**src/rtl/simd_pkg.sv**
```systemverilog
// rtl/simd_pkg.sv - shared opcodes, size defaults and FSM states for the SIMD sequencer
package simd_pkg;

  localparam int NLANES_DEF = 10;
  localparam int DW_DEF     = 16;

  localparam logic [1:0] OP_ADD = 2'b00;
  localparam logic [1:0] OP_MAX = 2'b01;
  localparam logic [1:0] OP_XOR = 2'b10;
  localparam logic [1:0] OP_ILL = 2'b11;

  typedef enum logic [1:0] {
    IDLE = 2'b00,
    READ = 2'b01,
    EXEC = 2'b10,
    DONE = 2'b11
  } state_t;

endpackage

```
**src/rtl/simd_lane_alu.sv**
```systemverilog
// rtl/simd_lane_alu.sv - combinational per-lane arithmetic (add, unsigned max, xor)
module simd_lane_alu
  import simd_pkg::*;
#(
  parameter int DW = DW_DEF
) (
  input  logic [DW-1:0] a,
  input  logic [DW-1:0] b,
  input  logic [1:0]    op,
  output logic [DW-1:0] y
);

  always_comb begin
    y = '0;
    case (op)
      OP_ADD:  y = a + b;
      OP_MAX:  y = (a >= b) ? a : b;  // ties pick A
      OP_XOR:  y = a ^ b;
      default: y = '0;
    endcase
  end

endmodule

```
**src/rtl/simd_seq_ctrl.sv**
```systemverilog
// rtl/simd_seq_ctrl.sv - lane sequencer: reads one memory line per lane, runs the ALU,
// and hands results out through a single valid/ready output register
module simd_seq_ctrl
  import simd_pkg::*;
#(
  parameter int NLANES = NLANES_DEF,
  parameter int DW     = DW_DEF
) (
  input  logic            clk,
  input  logic            rst_n,
  input  logic            start,
  input  logic [3:0]      count,
  input  logic [1:0]      opcode,
  input  logic            abort,
  output logic            busy,
  output logic            done,
  output logic            err,
  output logic            mem_rd_en,
  output logic [3:0]      mem_addr,
  input  logic [2*DW-1:0] mem_rdata,
  output logic            res_valid,
  input  logic            res_ready,
  output logic [3:0]      res_idx,
  output logic [DW-1:0]   res_data
);

  localparam logic [3:0] NL = 4'(NLANES);

  state_t          state, state_nx;
  logic [3:0]      idx, cnt_q;
  logic [1:0]      op_q;
  logic            err_q, rd_q;
  logic [2*DW-1:0] opnd_q, opnd;
  logic [DW-1:0]   alu_y;
  logic            legal, commit, last;

  assign legal  = (count != 4'd0) && (count <= NL) && (opcode != OP_ILL);
  // Read data is only on the bus in the first EXEC cycle; a stalled EXEC uses the copy.
  assign opnd   = rd_q ? mem_rdata : opnd_q;
  assign commit = (state == EXEC) && (!res_valid || res_ready) && !abort;
  assign last   = (idx == cnt_q);

  simd_lane_alu #(.DW(DW)) u_alu (
    .a  (opnd[2*DW-1:DW]),
    .b  (opnd[DW-1:0]),
    .op (op_q),
    .y  (alu_y)
  );

  always_ff @(posedge clk or negedge rst_n) begin
    if (!rst_n) state <= IDLE;
    else        state <= state_nx;
  end

  always_comb begin
    state_nx = state;
    case (state)
      IDLE: if (start) state_nx = legal ? READ : DONE;
      READ: state_nx = abort ? IDLE : EXEC;
      EXEC: begin
        if (abort)       state_nx = IDLE;
        else if (commit) state_nx = last ? DONE : READ;
      end
      DONE: if (abort || !res_valid) state_nx = IDLE;
      default: state_nx = IDLE;
    endcase
  end

  always_comb begin
    busy      = (state != IDLE);
    mem_rd_en = (state == READ);
    mem_addr  = (state == READ) ? idx : 4'd0;
    done      = (state == DONE) && !res_valid && !abort;
    err       = done && err_q;
  end

  always_ff @(posedge clk or negedge rst_n) begin
    if (!rst_n) begin
      idx       <= 4'd1;
      cnt_q     <= 4'd0;
      op_q      <= OP_ADD;
      err_q     <= 1'b0;
      rd_q      <= 1'b0;
      opnd_q    <= '0;
      res_valid <= 1'b0;
      res_idx   <= 4'd0;
      res_data  <= '0;
    end else begin
      rd_q <= (state == READ) && !abort;
      if (state == EXEC) opnd_q <= opnd;
      if (state == IDLE && start) begin
        err_q <= !legal;
        if (legal) begin
          cnt_q <= count;
          op_q  <= opcode;
          idx   <= 4'd1;
        end
      end
      if (commit && !last) idx <= idx + 4'd1;
      if (busy && abort) begin
        res_valid <= 1'b0;
      end else if (commit) begin
        res_valid <= 1'b1;
        res_idx   <= idx;
        res_data  <= alu_y;
      end else if (res_valid && res_ready) begin
        res_valid <= 1'b0;
      end
    end
  end

endmodule

```
**config.mk**
```make
export PLATFORM = sky130hd
export DESIGN_NAME = simd_seq_ctrl
export DESIGN_NICKNAME = d
export VERILOG_FILES = /design/src/rtl/simd_pkg.sv /design/src/rtl/simd_lane_alu.sv /design/src/rtl/simd_seq_ctrl.sv
export SDC_FILE = /design/constraint.sdc
export NUM_CORES = 1
export LEC_CHECK = 0
export ABC_AREA = 1
export ABC_CLOCK_PERIOD_IN_PS = 5200
export BUFFER_PORTS_ARGS = -buffer_cell sky130_fd_sc_hd__buf_2
export CAP_MARGIN = 5
export CORE_MARGIN = 4
export CORE_UTILIZATION = 35
export DETAILED_ROUTE_END_ITERATION = 8
export GPL_TIMING_DRIVEN = 0
export SYNTH_ARGS = -nofsm -noshare
export SYNTH_HDL_FRONTEND = slang
export SYNTH_SLANG_ARGS = --single-unit
```
**constraint.sdc**
```tcl
create_clock -name clk -period 5.2 [get_ports clk]
set_clock_uncertainty 0.05 [all_clocks]
set_input_delay 0.26 -clock clk [delete_from_list [all_inputs] [get_ports clk]]
set_output_delay 0.26 -clock clk [all_outputs]
set_load 0.1 [all_outputs]
```
==> results of run 1 <==
cell usage in the layout (no fill, tap or decap), drive strengths merged:
master    instances
clkinv            6
xnor2             5
nand2           230
and3              1
clkinvlp          1
and2              3
nor3              9
dfrtp            66
dfstp             1
a21oi            29
bufinv            1
o21bai            3
mux2i             1
nor3b             1
clkbuf           26
o21a              1
ha               32
nand3            64
inv             111
xor2              1
nor4              1
o22ai             3
fa                1
o21ai            90
nor2             30
nand4             7
buf              79
sequential cells by signal (all words and copies together), names as in the netlist:
register,count
cnt_q,4
err_q,1
idx,4
op_q,2
opnd_q,32
rd_q,1
res_data,16
res_idx,4
res_valid,1
state,2
worst reg2reg max path: cells and delay by family (launching register included):
kind,cells,cell delay (ns)
adder cells (fa/ha/maj),1,0.36
AO/OA/AOI/OAI,3,0.72
flip-flops,1,0.31
AND/OR/NAND/NOR,7,0.73
buffers and inverters,4,1.21
final timing paths:
| path | startpoint | end |
|---|---|---|
| worst max-delay path | rd_q$_DFF_PN0_ | res_data[14]$_DFFE_PN0P_ |
| worst min-delay path | rst_n | res_data[5]$_DFFE_PN0P_ |
| worst max register to register | rd_q$_DFF_PN0_ | res_data[14]$_DFFE_PN0P_ |
| worst min register to register | res_data[2]$_DFFE_PN0P_ | res_data[2]$_DFFE_PN0P_ |
| max in group asynchronous | rst_n | opnd_q[5]$_DFFE_PN0P_ |
| min in group clk | abort | rd_q$_DFF_PN0_ |
layer usage:
metal,global-route usage (%),vias to the layer above
li1,-,2446
met5,0,-
met4,6.89,0
met1,24.7,2103
met3,2.39,28
met2,26.5,138
cell families after synthesis:
family | count (synthesis) | share of synthesized area, %
buffers and inverters | 137 | 11.1
flip-flops | 67 | 34.9
multiplexers | 1 | 0.208
adder cells (fa/ha/maj) | 33 | 8.75
AND/OR/NAND/NOR | 346 | 30.5
AO/OA/AOI/OAI | 126 | 13.5
XOR/XNOR | 6 | 1.09
synthesized netlist by cell type:
cell,number
a21oi_1,28
nand4_1,7
nor2_1,29
o21a_1,1
o22ai_1,3
nor2_2,1
nor3_1,8
nor3b_4,1
nand2_1,228
nand3_1,64
and2_1,3
dfrtp_1,66
ha_1,32
and3_1,1
xnor2_1,5
buf_6,1
o21ai_0,90
o21bai_1,3
clkinv_1,2
nand2_4,2
nor3_4,1
xor2_1,1
clkbuf_1,15
nor4_1,1
dfstp_2,1
clkbuf_2,1
inv_2,2
mux2i_1,1
buf_2,7
inv_1,109
a21oi_2,1
fa_1,1
area by class of cell:
cell class,instances,share of cell area [%]
multi-input cells,512,45.6
flip-flops and latches,67,29.5
inverters,113,7.46
repair buffers,71,6.29
clock buffers,10,4.20
well taps,176,3.87
plain buffers,24,1.89
clock inverters,6,1.14
through the flow:
| step | utilization [%] | instance area, um^2 |
|---|---|---|
| 5_1_grt | 42.6 | 5690 |
| 3_5_place_dp | 40.3 | 5380 |
| 2_1_floorplan | - | 4800 |
| 4_1_cts | 42.6 | 5690 |
| 3_3_place_gp | 40.3 | 5380 |
| 6_report | 42.6 | 5690 |
==> out/qor.yml, run 1 <==
status: "finished with violations"
violations: "hold timing"
grt_pass1_vias: 4368
totalWireLength_um: 13400
path_max_fanout: 10
critPathRequiredTime_ns: 5.38
vias_per_cell: 4.82
setup_tns_ns: 0
cpMostUsedCell: "nand2_1"
r2r_slack_ns: 1.71
fin_crit_sh_pct: 67.1
dp.cells: 963
fp.coreArea_um2: 13300
synth-seq-cells: 67
synth_area_leaders: "dfrtp_1, nand2_1, o21ai_0, inv_1, ha_1"
grt_usage_pct: 17.3
syn2layout_area_growth_pct: 18.4
final-setup-viol-count: 0
rows: 42
start_kind: "register"
met2_length_um: 5980
crit_chain: "clkbuf_1 -> clkbuf_1 -> nand2_1 -> o21ai_0 -> inv_1 -> ha_1 -> nand2_1 -> o21ai_0 -> a21oi_2 -> buf_2 -> nand3_1 -> nand3_1 -> nand3_1 -> nand2_1 -> nand2_1"
dieArea_um2: 15700
hold_path.class: "primary input to asynchronous set/reset pin"
wl_met3_um: 826
antenna_found_initial: 0
initialDrtViolationCount: 300
grt_start_max_net_pins: 68
cts_tree: "yes"
clock.fmax_ghz: 0.287
path_class: "register to register"
dr.pass1.iters: 5
grt_pass1_wl_um: 22100
drc: 0
cts_buffers: 9
synthCells: 716
ys.warnings.count: 0
timing.hold.ws_ns: -0.0385
crit_path_top_delay_cell: "clkbuf_1"
pre_cts_slack_ns: 1.72
pin_count: 72
worstMarginPinSlew_ns: 0.876
routabilityCongestion: 0.896
grt_overflow: 0
h-tree-depth: 3
cp.arrival_ns: 3.67
layout-drive-gt1-share_pct: 13.1
yosysSeqAreaShare_pct: 34.9
relSlewSlack_pct: 41.6
r2r_cells: 15
post_cts_buffers: 0
rsz0062_at_grt: "no"
cts_buffer_depth: 2
syn-cell-area_um2: 4800
multi_input_area_um2: 2590
max-cap-violations: 0
synth.avg_cell_area_um2: 6.71
clk_latency_ns: 0.34
timing.final.crit_period_ns: 3.49
setup_ws_ns: 1.71
m1WireLength_um: 6230
hold_violations: 19
die_w_um: 125
slowest_delay_ns: 0.43
regArea_um2: 1680
antennaDiodeCount: 0
path_depth: 15
critical_path_buf_inv_count: 4
path_delay_family: "buffers and inverters"
ctsRootBufferMaster: "clkbuf_16"
drv_slew: 0
finalNonFillerCells: 979
cts_hold_buf: 0
drt-wirelength-per-cell_um: 13.7
fillers: 1469
path_clk_slew_ns: 0.06
synth_top_area_share_pct: 34.4
vias: 4715
die_y_um: 125
syn_nets: 792
cts_resized: 0
hpwl_um: 10600
antenna_left: 0
numPortBuffers: 71
yosysTopAreaCell: "dfrtp_1"
critPathCaptureType: "register"
initial_core_util_pct: 36.0
num-nets-final: 874
synth_cell_type_count: 32
highest_layer: "met4"
clock_sinks: 67
Power of run 1 is left out: the tool's default activity adds up to more than one toggle a clock period on the data nets, which glitch-free logic cannot reach.
==> inputs of run 2 (changes only) <==
--- a/config.mk
+++ b/config.mk
@@ -6,7 +6,7 @@
 export NUM_CORES = 1
 export LEC_CHECK = 0
 export ABC_AREA = 1
-export ABC_CLOCK_PERIOD_IN_PS = 5200
+export ABC_CLOCK_PERIOD_IN_PS = 3000
 export BUFFER_PORTS_ARGS = -buffer_cell sky130_fd_sc_hd__buf_2
 export CAP_MARGIN = 5
 export CORE_MARGIN = 4
==> constraint.sdc (replaced) <==
create_clock -name clk -period 3 [get_ports clk]
set_clock_uncertainty 0.05 [all_clocks]
set_input_delay 0.15 -clock clk [delete_from_list [all_inputs] [get_ports clk]]
set_output_delay 0.15 -clock clk [all_outputs]
set_load 0.1 [all_outputs]
==> run 2 against run 1 <==
The flow now finishes without violations. Via count rose by 1.8%. Final area rose by 4.5%. Cell count rose by 0.92%. Maximum frequency rose by 23%. Critical path depth fell by 1. Die area did not move. Count of clock-buffer cells in the layout rose by 1. Global-route usage rose by 0.10 points. Critical path type unchanged.
==> out/qor.yml, run 2 (synthesis results as in run 1) <==
regToRegEndpoint: "res_data[14]$_DFFE_PN0P_"  # unchanged
clk_latency_ns: 0.34  # about the same
vias_per_cell: 4.86  # was 4.82
dr.pass1.iters: 7  # was 5
h-tree-depth: 3  # unchanged
path_clk_slew_ns: 0.06  # about the same
final-setup-viol-count: 0  # unchanged
mostFrequentLayoutCells: "nand2_1, inv_1, buf_2"  # was nand2_1, inv_1, o21ai_0
cts_tree: "yes"  # unchanged
antenna_left: 0  # unchanged
syn2layout_area_growth_pct: 23.7  # was 18.4%
placed_area_um2: 5410  # was 5380 um^2
fin_area_um2: 5940  # was 5690 um^2
cts_buffer_depth: 2  # unchanged
grt_usage_pct: 17.4  # was 17.3%
hold_path.class: "primary input to register"  # was primary input to asynchronous set/reset pin
clock_sinks: 67  # unchanged
startpoint: "rd_q$_DFF_PN0_"  # unchanged
vias: 4799  # was 4,715
rr_startpoint: "rd_q$_DFF_PN0_"  # unchanged
numPortBuffers: 71  # unchanged
fin_crit_sh_pct: 94.6  # was 67.1%
top_register: "opnd_q"  # unchanged
antennaDiodeCount: 0  # unchanged
pin_count: 72  # unchanged
antenna_found_initial: 0  # unchanged
r2r_cells: 14  # was 15
final_common_cell: "nand2_1"  # unchanged
largestRegisters: "opnd_q: 32 flops, res_data: 16 flops"  # unchanged
die_y_um: 125  # unchanged
max-cap-violations: 0  # unchanged
worstMarginPinSlew_ns: 0.884  # was 0.876 ns
start_kind: "register"  # unchanged
rows: 42  # unchanged
fp.coreArea_um2: 13300  # unchanged
initial_core_util_pct: 36.0  # unchanged
drc: 0  # unchanged
die_w_um: 125  # unchanged
status: "finished clean"  # was finished with violations
grt_pass1_wl_um: 22000  # was 22,100 um
layout-drive-gt1-share_pct: 17.6  # was 13.1%
drt-wirelength-per-cell_um: 14.0  # was 13.7 um
grt_pass1_vias: 4394  # was 4,368
path_class: "register to register"  # unchanged
r2r_slack_ns: 0.16  # was 1.71 ns
grt_start_max_net_pins: 68  # unchanged
rsz0062_at_grt: "yes"  # was no
timing.final.crit_period_ns: 2.84  # was 3.49 ns
totalWireLength_um: 13800  # was 13,400 um
cts_buffers: 9  # unchanged
critPathRequiredTime_ns: 3.19  # was 5.38 ns
crit_end: "res_data[14]$_DFFE_PN0P_"  # unchanged
hpwl_um: 10600  # about the same
critPathCaptureType: "register"  # unchanged
routabilityCongestion: 0.897  # was 0.896
clock.fmax_ghz: 0.352  # was 0.287 GHz
ctsRootBufferMaster: "clkbuf_16"  # unchanged
num-nets-final: 883  # was 874
drv_slew: 0  # unchanged
grt_overflow: 0  # unchanged
path_max_fanout: 10  # unchanged
relSlewSlack_pct: 41.1  # was 41.6%
largest_reg_flops: 32  # unchanged
hold_violations: 0  # was 19
initialDrtViolationCount: 317  # was 300
dieArea_um2: 15700  # unchanged
cp.arrival_ns: 3.03  # was 3.67 ns
## run 2: cell count changes in the layout (fill, tap and decap cells not counted), sizes merged
cell and delta:
dlygate4sd3 +6, clkbuf -2, clkinv -3, buf +6, clkinvlp +2
## run 2: timing repair
item | CTS | global route
setup buffers | 1 | 3
resized for setup | 22 | 57
endpoints found under the hold margin | 71 | 0
pin swaps | 1 | 3
gates cloned | 0 | 0
setup endpoints to repair | 16 | 16
hold buffers | 6 | 0
## run 2: per-stage QoR
| step | utilization (%) | setup TNS (ns) | instances | hold slack (ns) | worst slack [ns] |
|---|---|---|---|---|---|
| after detailed placement | 40.5 | -5.75 | 963 | 0.274 | -0.440 |
| after global routing | 44.5 | -0.0486 | 988 | 0.0281 | -0.0250 |
| after global placement | 40.5 | -5.88 | 963 | 0.331 | -0.479 |
| final | 44.5 | 0 | 988 | 0.00646 | 0.161 |
| after floorplan | - | 0 | 716 | -0.196 | 0.215 |
| after CTS | 43.5 | 0 | 985 | 0.00500 | 0.00166 |
## run 2: final cells by class
cell class	instances	area [um^2]
clock inverters	5	61.3
clock buffers	11	253
fillers	1447	7400
repair buffers	81	445
multi-input cells	512	2730
plain buffers	23	128
inverters	113	424
flip-flops and latches	67	1680
well taps	176	220
## run 2: worst min path at each step
stage / from / to / slack [ns] / cells after the start
floorplan: rst_n / cnt_q[0]$_DFFE_PN0P_ / -0.20 / 0
global placement: count[0] / cnt_q[0]$_DFFE_PN0P_ / 0.33 / 3
detailed placement: rst_n / opnd_q[15]$_DFFE_PN0P_ / 0.27 / 1
CTS: opcode[1] / op_q[1]$_DFFE_PN0P_ / 0.005 / 3
global route: abort / rd_q$_DFF_PN0_ / 0.03 / 2
finish: opcode[1] / op_q[1]$_DFFE_PN0P_ / 0.006 / 3
## run 2: critical path, cell delays in order, from the launching register on
cell and delay (ns):
dfrtp_2 0.45, clkbuf_2 0.23, o21ai_0 0.48, ha_1 0.36, buf_4 0.15, nor2_1 0.12, inv_1 0.09, nor2_1 0.20
nand3_1 0.17, nand2_1 0.10, nand2_1 0.05, nand3_1 0.06, nand3_1 0.10, nand2_1 0.07, nand2_1 0.04
## run 2: metal layers
metal  vias up  track usage, %  wire [um]
met5         -               0          0
met4         0            7.02        302
met3        14            3.03        644
met2       102            26.7       6340
met1      2214            24.3       6550
li1       2469               -          -
Power of run 2 is left out for the same reason.
==> inputs of run 3 (changes only) <==
--- a/config.mk
+++ b/config.mk
@@ -6,7 +6,7 @@
 export NUM_CORES = 1
 export LEC_CHECK = 0
 export ABC_AREA = 1
-export ABC_CLOCK_PERIOD_IN_PS = 3000
+export ABC_CLOCK_PERIOD_IN_PS = 2500
 export BUFFER_PORTS_ARGS = -buffer_cell sky130_fd_sc_hd__buf_2
 export CAP_MARGIN = 5
 export CORE_MARGIN = 4
==> constraint.sdc (replaced) <==
create_clock -name clk -period 2.5 [get_ports clk]
set_clock_uncertainty 0.05 [all_clocks]
set_input_delay 0.125 -clock clk [delete_from_list [all_inputs] [get_ports clk]]
set_output_delay 0.125 -clock clk [all_outputs]
set_load 0.1 [all_outputs]
==> run 3 against run 2 <==
The run now ends with setup timing left. Utilization increased by 8.7 points. Sequential share of layout area fell by 4.6 points. Cell count increased by 3.9%. Non-clock buffer count rose by 39. Final area rose by 19%. Global-route usage is 3.0 points higher. Via count grew 8.4%. Wire length grew 17%. Critical endpoint unchanged.
==> out/qor.yml, run 3 (synthesis results as in run 1) <==
crit_chain: "buf_6 -> clkbuf_8 -> o21ai_4 -> ha_4 -> inv_1 -> nand2_1 -> nor3_1 -> nand3_2 -> nand2_1 -> nand2_1 -> nand3_1 -> nand3_2 -> nand2_1 -> nand2_1"  # was clkbuf_2 -> o21ai_0 -> ha_1 -> buf_4 -> nor2_1 -> inv_1 -> nor2_1 -> nand3_1 -> nand2_1 -> nand2_1 -> nand3_1 -> nand3_1 -> nand2_1 -> nand2_1
path_class: "register to register"  # unchanged
antenna_found_initial: 0  # unchanged
status: "finished with violations"  # was finished clean
h-tree-depth: 3  # unchanged
hold_path.class: "primary input to register"  # unchanged
vias: 5201  # was 4,799
largest_reg_flops: 32  # unchanged
drv_slew: 0  # unchanged
relSlewSlack_pct: 40.6  # was 41.1%
start_kind: "register"  # unchanged
rows: 42  # unchanged
final-setup-viol-count: 16  # was 0
rsz0062_at_grt: "yes"  # unchanged
grt_pass1_vias: 5040  # was 4,394
path_delay_family: "simple AND/OR/NAND/NOR gates"  # unchanged
cts_buffers: 9  # unchanged
die_w_um: 125  # unchanged
fin_area_um2: 7100  # was 5940 um^2
critPathRequiredTime_ns: 2.68  # was 3.19 ns
ctsRootBufferMaster: "clkbuf_16"  # unchanged
final_common_cell: "nand2_1"  # unchanged
r2r_slack_ns: -0.12  # was 0.16 ns
max-cap-violations: 0  # unchanged
layout-drive-gt1-share_pct: 33.0  # was 17.6%
clock_sinks: 67  # unchanged
pin_count: 72  # unchanged
vias_per_cell: 5.06  # was 4.86
initialDrtViolationCount: 341  # was 317
mostFrequentLayoutCells: "nand2_1, inv_1, buf_2"  # unchanged
path_max_fanout: 10  # unchanged
routabilityCongestion: 0.911  # was 0.897
slowest_delay_ns: 0.43  # was 0.48 ns
cts_tree: "yes"  # unchanged
crit_path_top_delay_cell: "dfrtp_2"  # was o21ai_0
violations: "setup timing"
timing.final.crit_period_ns: 2.62  # was 2.84 ns
totalWireLength_um: 16200  # was 13,800 um
top_register: "opnd_q"  # unchanged
num-nets-final: 922  # was 883
initial_core_util_pct: 36.0  # unchanged
drt-wirelength-per-cell_um: 15.8  # was 14.0 um
fp.coreArea_um2: 13300  # unchanged
die_y_um: 125  # unchanged
clk_latency_ns: 0.34  # about the same
largestRegisters: "opnd_q: 32 flops, res_data: 16 flops"  # unchanged
syn2layout_area_growth_pct: 47.8  # was 23.7%
fin_crit_sh_pct: 105  # was 94.6%
hpwl_um: 10700  # was 10,600 um
dieArea_um2: 15700  # unchanged
clock.fmax_ghz: 0.381  # was 0.352 GHz
placed_area_um2: 5420  # was 5410 um^2
postLayoutCoreUtil_pct: 53.2  # was 44.5%
cts_buffer_depth: 2  # unchanged
antennaDiodeCount: 0  # unchanged
grt_pass1_wl_um: 25900  # was 22,000 um
antenna_left: 0  # unchanged
critical_path_buf_inv_count: 3  # unchanged
worstMarginPinSlew_ns: 0.890  # was 0.884 ns
fillers: 1285  # was 1,447
critPathCaptureType: "register"  # unchanged
cpMostUsedCell: "nand2_1"  # unchanged
drc: 0  # unchanged
path_clk_slew_ns: 0.06  # about the same
numPortBuffers: 71  # unchanged
setup_ws_ns: -0.124  # was 0.161 ns
grt_usage_pct: 20.4  # was 17.4%
cp.arrival_ns: 2.81  # was 3.03 ns
dr.pass1.iters: 5  # was 7
hold_violations: 0  # unchanged
grt_overflow: 0  # unchanged
grt_start_max_net_pins: 68  # unchanged
run 3: changes by cell type in the layout (fill, tap and decap cells not counted), sizes merged:
cell,change
dlygate4sd3,+2
clkbuf,+4
clkinv,+1
buf,+34
clkinvlp,-2
run 3: final timing paths:
check,start,end,cells after the start
setup / recovery,rd_q$_DFF_PN0_,res_data[14]$_DFFE_PN0P_,14
min in group asynchronous,rst_n,opnd_q[21]$_DFFE_PN0P_,2
setup reg to reg,rd_q$_DFF_PN0_,res_data[14]$_DFFE_PN0P_,14
max in group asynchronous,rst_n,rd_q$_DFF_PN0_,2
hold / removal,start,state[1]$_DFFE_PN0P_,3
hold reg to reg,res_data[4]$_DFFE_PN0P_,res_data[4]$_DFFE_PN0P_,2
run 3: through the flow:
step	instances	worst slack, ns	TNS (ns)	hold slack (ns)
6_report	1027	-0.124	-1.39	0.0243
5_1_grt	1027	-0.236	-3.34	0.0414
4_1_cts	1023	-0.0457	-0.449	0.0185
3_5_place_dp	963	-0.809	-11.97	0.248
3_3_place_gp	963	-0.785	-11.57	0.305
2_1_floorplan	716	-0.0591	-0.262	-0.221
run 3: what timing repair did:
item | in CTS | in global routing
gates resized for setup | 185 | 42
cloned | 4 | 0
setup buffers | 34 | 5
endpoints found under the setup margin | 16 | 16
endpoints found under the hold margin | 73 | 0
pin swaps | 36 | 16
hold buffers | 8 | 0
run 3: layout make-up:
type	count	area [um^2]	area share, %
Multi-Input combinational cell	512	3410	48.0
Sequential cell	67	1680	23.6
Timing Repair Buffer	121	838	11.8
Inverter	113	429	6.04
Clock buffer	12	267	3.75
Tap cell	176	220	3.10
Buffer	22	215	3.03
Clock inverter	4	47.5	0.669
run 3: worst register-to-register path: cells and delay by family (launching register included):
family | cells | cell delay, ns
buffers and inverters | 3 | 0.49
AOI/OAI and AO/OA | 1 | 0.26
and+or+nand+nor | 9 | 1.05
adders and majority gates | 1 | 0.26
DFF | 1 | 0.43
run 3: layer usage:
| layer | wire length (um) | vias up | GRT usage, % |
|---|---|---|---|
| met2 | 7580 | 166 | 32.0 |
| met1 | 7160 | 2457 | 27.3 |
| met5 | 0 | - | 0 |
| met4 | 574 | 0 | 8.55 |
| met3 | 928 | 34 | 4.26 |
| li1 | - | 2544 | - |
Power of run 3 is left out for the same reason.
